## config.mk

```make
export PLATFORM = sky130hd
export DESIGN_NAME = scrambler_ctrl
export DESIGN_NICKNAME = d
export VERILOG_FILES = /design/src/rtl/scrambler_ctrl.sv
export SDC_FILE = /design/constraint.sdc
export NUM_CORES = 1
export LEC_CHECK = 0
export CORE_ASPECT_RATIO = 0.5
export CORE_UTILIZATION = 45
export DETAILED_ROUTE_END_ITERATION = 10
export PLACE_DENSITY = 0.66
export SLEW_MARGIN = 10
export SYNTH_ARGS = -nofsm -noshare
export SYNTH_HDL_FRONTEND = slang
export SYNTH_SLANG_ARGS = --single-unit
```

## constraint.sdc

```tcl
create_clock -name TX_CLK -period 7.1 [get_ports TX_CLK]
set_clock_uncertainty 0.15 [all_clocks]
set_input_delay 0.71 -clock TX_CLK [delete_from_list [all_inputs] [get_ports TX_CLK]]
set_output_delay 0.71 -clock TX_CLK [all_outputs]
set_load 0.02 [all_outputs]
```

## src/rtl/scrambler_ctrl.sv

```systemverilog
// scrambler_ctrl: LFSR, symbol-count, block-type and DC-balance sequencer for the per-lane TX scrambler
// Ports: TX_CLK clock; rst sync active-low reset; GEN 0=Gen1/2 1=Gen3; sym_valid/back_pressure handshake;
//        sym_data, d_K, sync_header current symbol info; Sc_Data_Out scrambler output for disparity;
//        count symbol index; LFSR_Out_8 / LFSR_Out_8_gen3 keystream bytes; scramblingEnable;
//        LFSR_RST seed-reload pulse; symb_14 / symb_15 DC-balance selects.
// Optional: define SCR_DISABLE_EN to add scr_disable, which blanks scrambling while LFSRs keep sequencing.
module scrambler_ctrl #(
    parameter int                    SEED_WIDTH  = 24,
    parameter int                    COUNT_WIDTH = 4,
    parameter int                    DATA_WIDTH  = 8,
    parameter logic [SEED_WIDTH-1:0] LANE_SEED   = 24'h1DBFBC
) (
    input  logic                   TX_CLK,
    input  logic                   rst,
    input  logic                   GEN,
    input  logic                   sym_valid,
    input  logic                   back_pressure,
    input  logic [DATA_WIDTH-1:0]  sym_data,
    input  logic                   d_K,
    input  logic [1:0]             sync_header,
    input  logic [DATA_WIDTH-1:0]  Sc_Data_Out,
`ifdef SCR_DISABLE_EN
    input  logic                   scr_disable,
`endif
    output logic [COUNT_WIDTH-1:0] count,
    output logic [DATA_WIDTH-1:0]  LFSR_Out_8,
    output logic [DATA_WIDTH-1:0]  LFSR_Out_8_gen3,
    output logic                   scramblingEnable,
    output logic                   LFSR_RST,
    output logic [1:0]             symb_14,
    output logic [1:0]             symb_15
);
    typedef enum logic [2:0] {T_NONE, T_SKP, T_EIE, T_TS1, T_TS2, T_OTH, T_ILL} os_t;
    localparam int              L23   = SEED_WIDTH - 1;
    localparam logic [15:0]     TAP16 = 16'h0039;
    localparam logic [L23-1:0]  TAP23 = 'h210125;

    logic                   r_gen, r_lfsr_rst, r_os;
    logic [COUNT_WIDTH-1:0] r_count;
    logic [15:0]            r_lfsr16;
    logic [L23-1:0]         r_lfsr23;
    logic signed [7:0]      r_disp;
    logic [1:0]             r_symb14, r_symb15;
    os_t                    r_type;

    logic                   w_accept, w_gen_chg, w_cnt0, w_last, w_com, w_skp16, w_os, w_ts, w_dis, w_eie_end;
    os_t                    w_type;
    logic signed [7:0]      w_delta, w_disp_nxt;

    // Galois form: the bit leaving the top of the register is the keystream bit for that serial position
    function automatic logic [15:0] adv16(input logic [15:0] s);
        logic [15:0] t;
        t = s;
        for (int b = 0; b < DATA_WIDTH; b++) t = {t[14:0], 1'b0} ^ (t[15] ? TAP16 : '0);
        return t;
    endfunction

    function automatic logic [DATA_WIDTH-1:0] ks16(input logic [15:0] s);
        logic [15:0] t;
        logic [DATA_WIDTH-1:0] k;
        t = s;
        for (int b = 0; b < DATA_WIDTH; b++) begin
            k[b] = t[15];
            t = {t[14:0], 1'b0} ^ (t[15] ? TAP16 : '0);
        end
        return k;
    endfunction

    function automatic logic [L23-1:0] adv23(input logic [L23-1:0] s);
        logic [L23-1:0] t;
        t = s;
        for (int b = 0; b < DATA_WIDTH; b++) t = {t[L23-2:0], 1'b0} ^ (t[L23-1] ? TAP23 : '0);
        return t;
    endfunction

    function automatic logic [DATA_WIDTH-1:0] ks23(input logic [L23-1:0] s);
        logic [L23-1:0] t;
        logic [DATA_WIDTH-1:0] k;
        t = s;
        for (int b = 0; b < DATA_WIDTH; b++) begin
            k[b] = t[L23-1];
            t = {t[L23-2:0], 1'b0} ^ (t[L23-1] ? TAP23 : '0);
        end
        return k;
    endfunction

    function automatic logic [1:0] dc_sel(input logic signed [7:0] d, input logic signed [7:0] t);
        return d > t ? 2'b00 : d < -t ? 2'b01 : 2'b10;
    endfunction

`ifdef SCR_DISABLE_EN
    assign w_dis = scr_disable;
`else
    assign w_dis = 1'b0;
`endif

    // Block/OS type is decoded live at symbol 0 so symbol-0 outputs are right in the same cycle
    always_comb begin
        w_accept  = sym_valid & ~back_pressure;
        w_gen_chg = GEN ^ r_gen;
        w_cnt0    = r_count == '0;
        w_last    = &r_count;
        w_com     = d_K && sym_data == 8'hBC;
        w_skp16   = d_K && sym_data == 8'h1C;
        w_os      = w_cnt0 ? sync_header != 2'b01 : r_os;
        w_type    = !w_cnt0 ? r_type :
                    sync_header == 2'b01 ? T_NONE :
                    sync_header != 2'b10 ? T_ILL :
                    sym_data == 8'hAA ? T_SKP :
                    sym_data == 8'h00 ? T_EIE :
                    sym_data == 8'h1E ? T_TS1 :
                    sym_data == 8'h2D ? T_TS2 : T_OTH;
        w_ts      = w_type == T_TS1 || w_type == T_TS2;
        w_eie_end = w_type == T_EIE && w_last;
        w_delta   = '0;
        for (int b = 0; b < DATA_WIDTH; b++) w_delta = w_delta + (Sc_Data_Out[b] ? 8'sd1 : -8'sd1);
        w_disp_nxt = w_cnt0 ? (w_ts ? '0 : r_disp) : (w_ts && !w_last) ? r_disp + w_delta : r_disp;
    end

    assign count            = r_count;
    assign LFSR_Out_8       = w_dis ? '0 : ks16(r_lfsr16);
    assign LFSR_Out_8_gen3  = ks23(r_lfsr23);
    assign scramblingEnable = GEN && !w_dis &&
                              (!w_os || (!w_cnt0 && w_type != T_SKP && w_type != T_EIE && w_type != T_ILL));
    assign LFSR_RST         = r_lfsr_rst;
    assign symb_14          = r_symb14;
    assign symb_15          = r_symb15;

    // DC-balance selects are registered one symbol early so they are stable while symbols 14/15 are presented
    always_ff @(posedge TX_CLK) begin
        r_gen      <= GEN;
        r_lfsr_rst <= 1'b0;
        if (!rst) begin
            r_count  <= '0;
            r_lfsr16 <= '1;
            r_lfsr23 <= LANE_SEED[L23-1:0];
            r_disp   <= '0;
            r_symb14 <= 2'b10;
            r_symb15 <= 2'b10;
            r_os     <= 1'b0;
            r_type   <= T_NONE;
        end else if (w_gen_chg) begin
            r_count    <= '0;
            r_lfsr16   <= '1;
            r_lfsr23   <= LANE_SEED[L23-1:0];
            r_disp     <= '0;
            r_symb14   <= 2'b10;
            r_symb15   <= 2'b10;
            r_lfsr_rst <= 1'b1;
        end else if (w_accept && !GEN) begin
            r_lfsr16   <= w_com ? '1 : w_skp16 ? r_lfsr16 : adv16(r_lfsr16);
            r_lfsr_rst <= w_com;
        end else if (w_accept) begin
            r_count    <= r_count + 1'b1;
            r_os       <= w_os;
            r_type     <= w_type;
            r_disp     <= w_disp_nxt;
            r_lfsr23   <= w_eie_end ? LANE_SEED[L23-1:0] : w_type == T_SKP ? r_lfsr23 : adv23(r_lfsr23);
            r_lfsr_rst <= w_eie_end;
            r_symb14   <= w_ts && r_count == COUNT_WIDTH'(13) ? dc_sel(w_disp_nxt, 8'sd31) : 2'b10;
            r_symb15   <= w_ts && r_count == COUNT_WIDTH'(14) ? dc_sel(w_disp_nxt, 8'sd15) : 2'b10;
        end
    end
endmodule

```

==> metrics <==
yosys warns 0; CTS Hold Bufs 0; wire per inst ~14 um; full die area 0.01072 mm^2; final number of setup-violating endpoints 0; minimum clock period 5.691 ns; crit-path max FO 7; leading area contributor after synthesis dfxtp_1; drt drc 0; maxcap violations 0; drt via density 5.215; Post-Syn Nets 621; Crit Path Class input pin to register; filler-free cell count of the finished design 717; Post-layout nets 647; grt total ovfl 0; Antenna Violating Nets Remaining 0; core area approximately 0.0097 mm^2; Fin Setup TNS 0 ns; power consumption about 0.0014 W; gr usage total 20.01%; Die Width 145.4 um; Critical Path AT 5.76 ns; largest cells by area after synthesis dfxtp_1 26%, fa_1 12%, xnor2_1 9.8%; syn avg cell area 8.397 um^2; RSZ-0062 raised after global routing no; I/O pins 50; Place WS 1.055 ns; H-tree depth 3; worst skew pair latency between 0.3 and 0.4 ns; HP Class register to register; CTS tree done; FFs w/ async S/R, synth 0%; WL final 9.934 mm; CTS buffer count 9; Post-DP HPWL between 7 and 8 mm; routed via count around 3.7k; post-CTS resize count 0; Post-synth EDFFs 0; Max-slew headroom between 20% and 30%; placed cells 701; clock sinks 61; CTS max path bufs 2; initial antenna violation count 0; setup ws final 1.409 ns; Ant. Diodes 0; vias in the first global route between 3k and 4k; Rows 25; Tcrit/Tclk final 80.16%; Setup Fix Bufs, Post-CTS 0; worst-margin pin slew 1.106 ns; Root Buffer clkbuf_16; Cell variety after synth 58; Initial Util 47.72%; fin util 55.97%; Syn-to-layout area delta 17.31%; Placer Congestion 0.9017; pin count of the biggest net entering global routing 34; area share of the largest cell type after synthesis 26.39%; CTS clock-pin slew for the worst setup and hold paths 0.05 ns; Fin. Hold Viols 0; status finished, final reports clean; leakage 2.139 nW; Worst setup SP type input pin; Mapped Cells 551; layout cell share with drive strength beyond 1 under 10%; First-pass DRT Iterations 4; global-route wire length before repair approximately 17 mm; Top FF cell, synth dfxtp_1; Pwr per Cell Area 265.9 mW/mm^2; Yosys reg bits 61; Worst EP required 7.17 ns; synthesized cell area 0.004627 mm^2; IO Port Bufs 49; fmax 175.7 MHz; post-synthesis sequential area ratio 26.39%; Slew Limit Fails 0; worst vdd ir 0.1185 mV; Initial DRC Count 188; chip height about 74 um; CP Capture Type register
==> worst max-delay path, cell delays in order <==
cell             delay (ns)
clkdlybuf4s50_1        0.45
inv_1                  0.07
fa_1                   0.61
inv_1                  0.16
fa_1                   0.57
inv_1                  0.06
fa_1                   0.54
inv_1                  0.05
fa_1                   0.52
inv_1                  0.04
ha_1                   0.34
a21o_1                 0.21
a31oi_1                0.27
o21ai_0                0.17
xnor2_1                0.18
o41a_4                 0.48
o31a_1                 0.30
==> routing by layer <==
layer	GRT usage (%)	wire (um)
met1	23.52	4562
met2	36.16	4804
met3	5.155	393
met4	7.018	174
met5	0	0
==> report_power, final <==
part / total [W] / switching, W / internal, W
Sequential: 0.000352 / 0.00000427 / 0.000347
Combinational: 0.000640 / 0.000372 / 0.000267
Clock: 0.000452 / 0.000153 / 0.000300
==> cells in the final DEF (no fill, tap or decap), types with 26 or more instances in the layout <==
cell | Yosys | routed
dfxtp_1 | 61 | 61
inv_1 | 58 | 58
nor2_1 | 53 | 53
xnor2_1 | 52 | 52
clkdlybuf4s50_1 | 0 | 49
o21ai_0 | 45 | 43
nor3_1 | 42 | 42
fa_1 | 28 | 28
nand2_1 | 26 | 26
==> final timing paths <==
check	start	end	slack (ns)	cells past startpoint
setup / recovery	Sc_Data_Out[2]	symb_14[1]	1.41	17
hold / removal	r_lfsr23[1]	r_lfsr23[1]	0.32	2
setup reg to reg	r_disp[4]	symb_14[1]	2.22	15
hold reg to reg	r_lfsr23[1]	r_lfsr23[1]	0.32	2
==> cell families (layout without fill, tap and decap cells) <==
family | count (synthesis) | in the layout | share of synthesized area [%]
AO/OA/AOI/OAI | 97 | 97 | 12.90
XOR/XNOR | 72 | 72 | 13.63
adder cells (fa/ha/maj) | 46 | 46 | 16.98
buffers and inverters | 95 | 126 | 9.086
flip-flops | 61 | 61 | 26.39
multiplexers | 7 | 7 | 1.676
AND/OR/NAND/NOR | 173 | 173 | 19.34
==> flip-flops by register name (all words and copies together), names as in the netlist <==
| register | cells |
|---|---|
| symb_14 | 2 |
| symb_15 | 2 |
| r_lfsr23 | 23 |
| count | 4 |
| r_lfsr16 | 16 |
| LFSR_RST | 1 |
| r_disp | 8 |
| r_gen | 1 |
| r_os | 1 |
| r_type | 3 |
==> cell usage after synthesis, types with 2 or more instances <==
| master | instances |
|---|---|
| a211oi_1 | 3 |
| a21o_1 | 4 |
| a21oi_1 | 20 |
| a31oi_1 | 5 |
| and2_1 | 5 |
| and3_1 | 5 |
| and4_1 | 3 |
| buf_2 | 6 |
| buf_4 | 11 |
| buf_6 | 2 |
| clkbuf_1 | 18 |
| dfxtp_1 | 61 |
| fa_1 | 28 |
| ha_1 | 18 |
| inv_1 | 58 |
| mux2i_1 | 4 |
| nand2_1 | 26 |
| nand2b_1 | 2 |
| nand3_1 | 5 |
| nand4_1 | 13 |
| nor2_1 | 53 |
| nor2b_1 | 4 |
| nor3_1 | 42 |
| nor4_1 | 3 |
| o21a_1 | 2 |
| o21ai_0 | 45 |
| o31a_1 | 2 |
| o31ai_1 | 3 |
| xnor2_1 | 52 |
| xor2_1 | 20 |
==> per-stage QoR <==
| stage | hold WS (ns) | instance area, um^2 |
|---|---|---|
| 5_1_grt | 0.3516 | 5428 |
| 2_1_floorplan | 0.2937 | 4627 |
| 3_3_place_gp | 0.3025 | 5115 |
| 4_1_cts | 0.3193 | 5428 |
| 6_report | 0.3168 | 5428 |
| 3_5_place_dp | 0.3123 | 5115 |
==> layout make-up <==
type | instances | area, um^2
multi-input cells | 395 | 2994
clock inverters | 3 | 42.54
clock buffers | 13 | 270.3
flip-flops and latches | 61 | 1221
inverters | 58 | 217.7
fillers | 926 | 4269
well taps | 135 | 168.9
repair buffers | 52 | 513.0
Power figures use the tool's default switching activity.
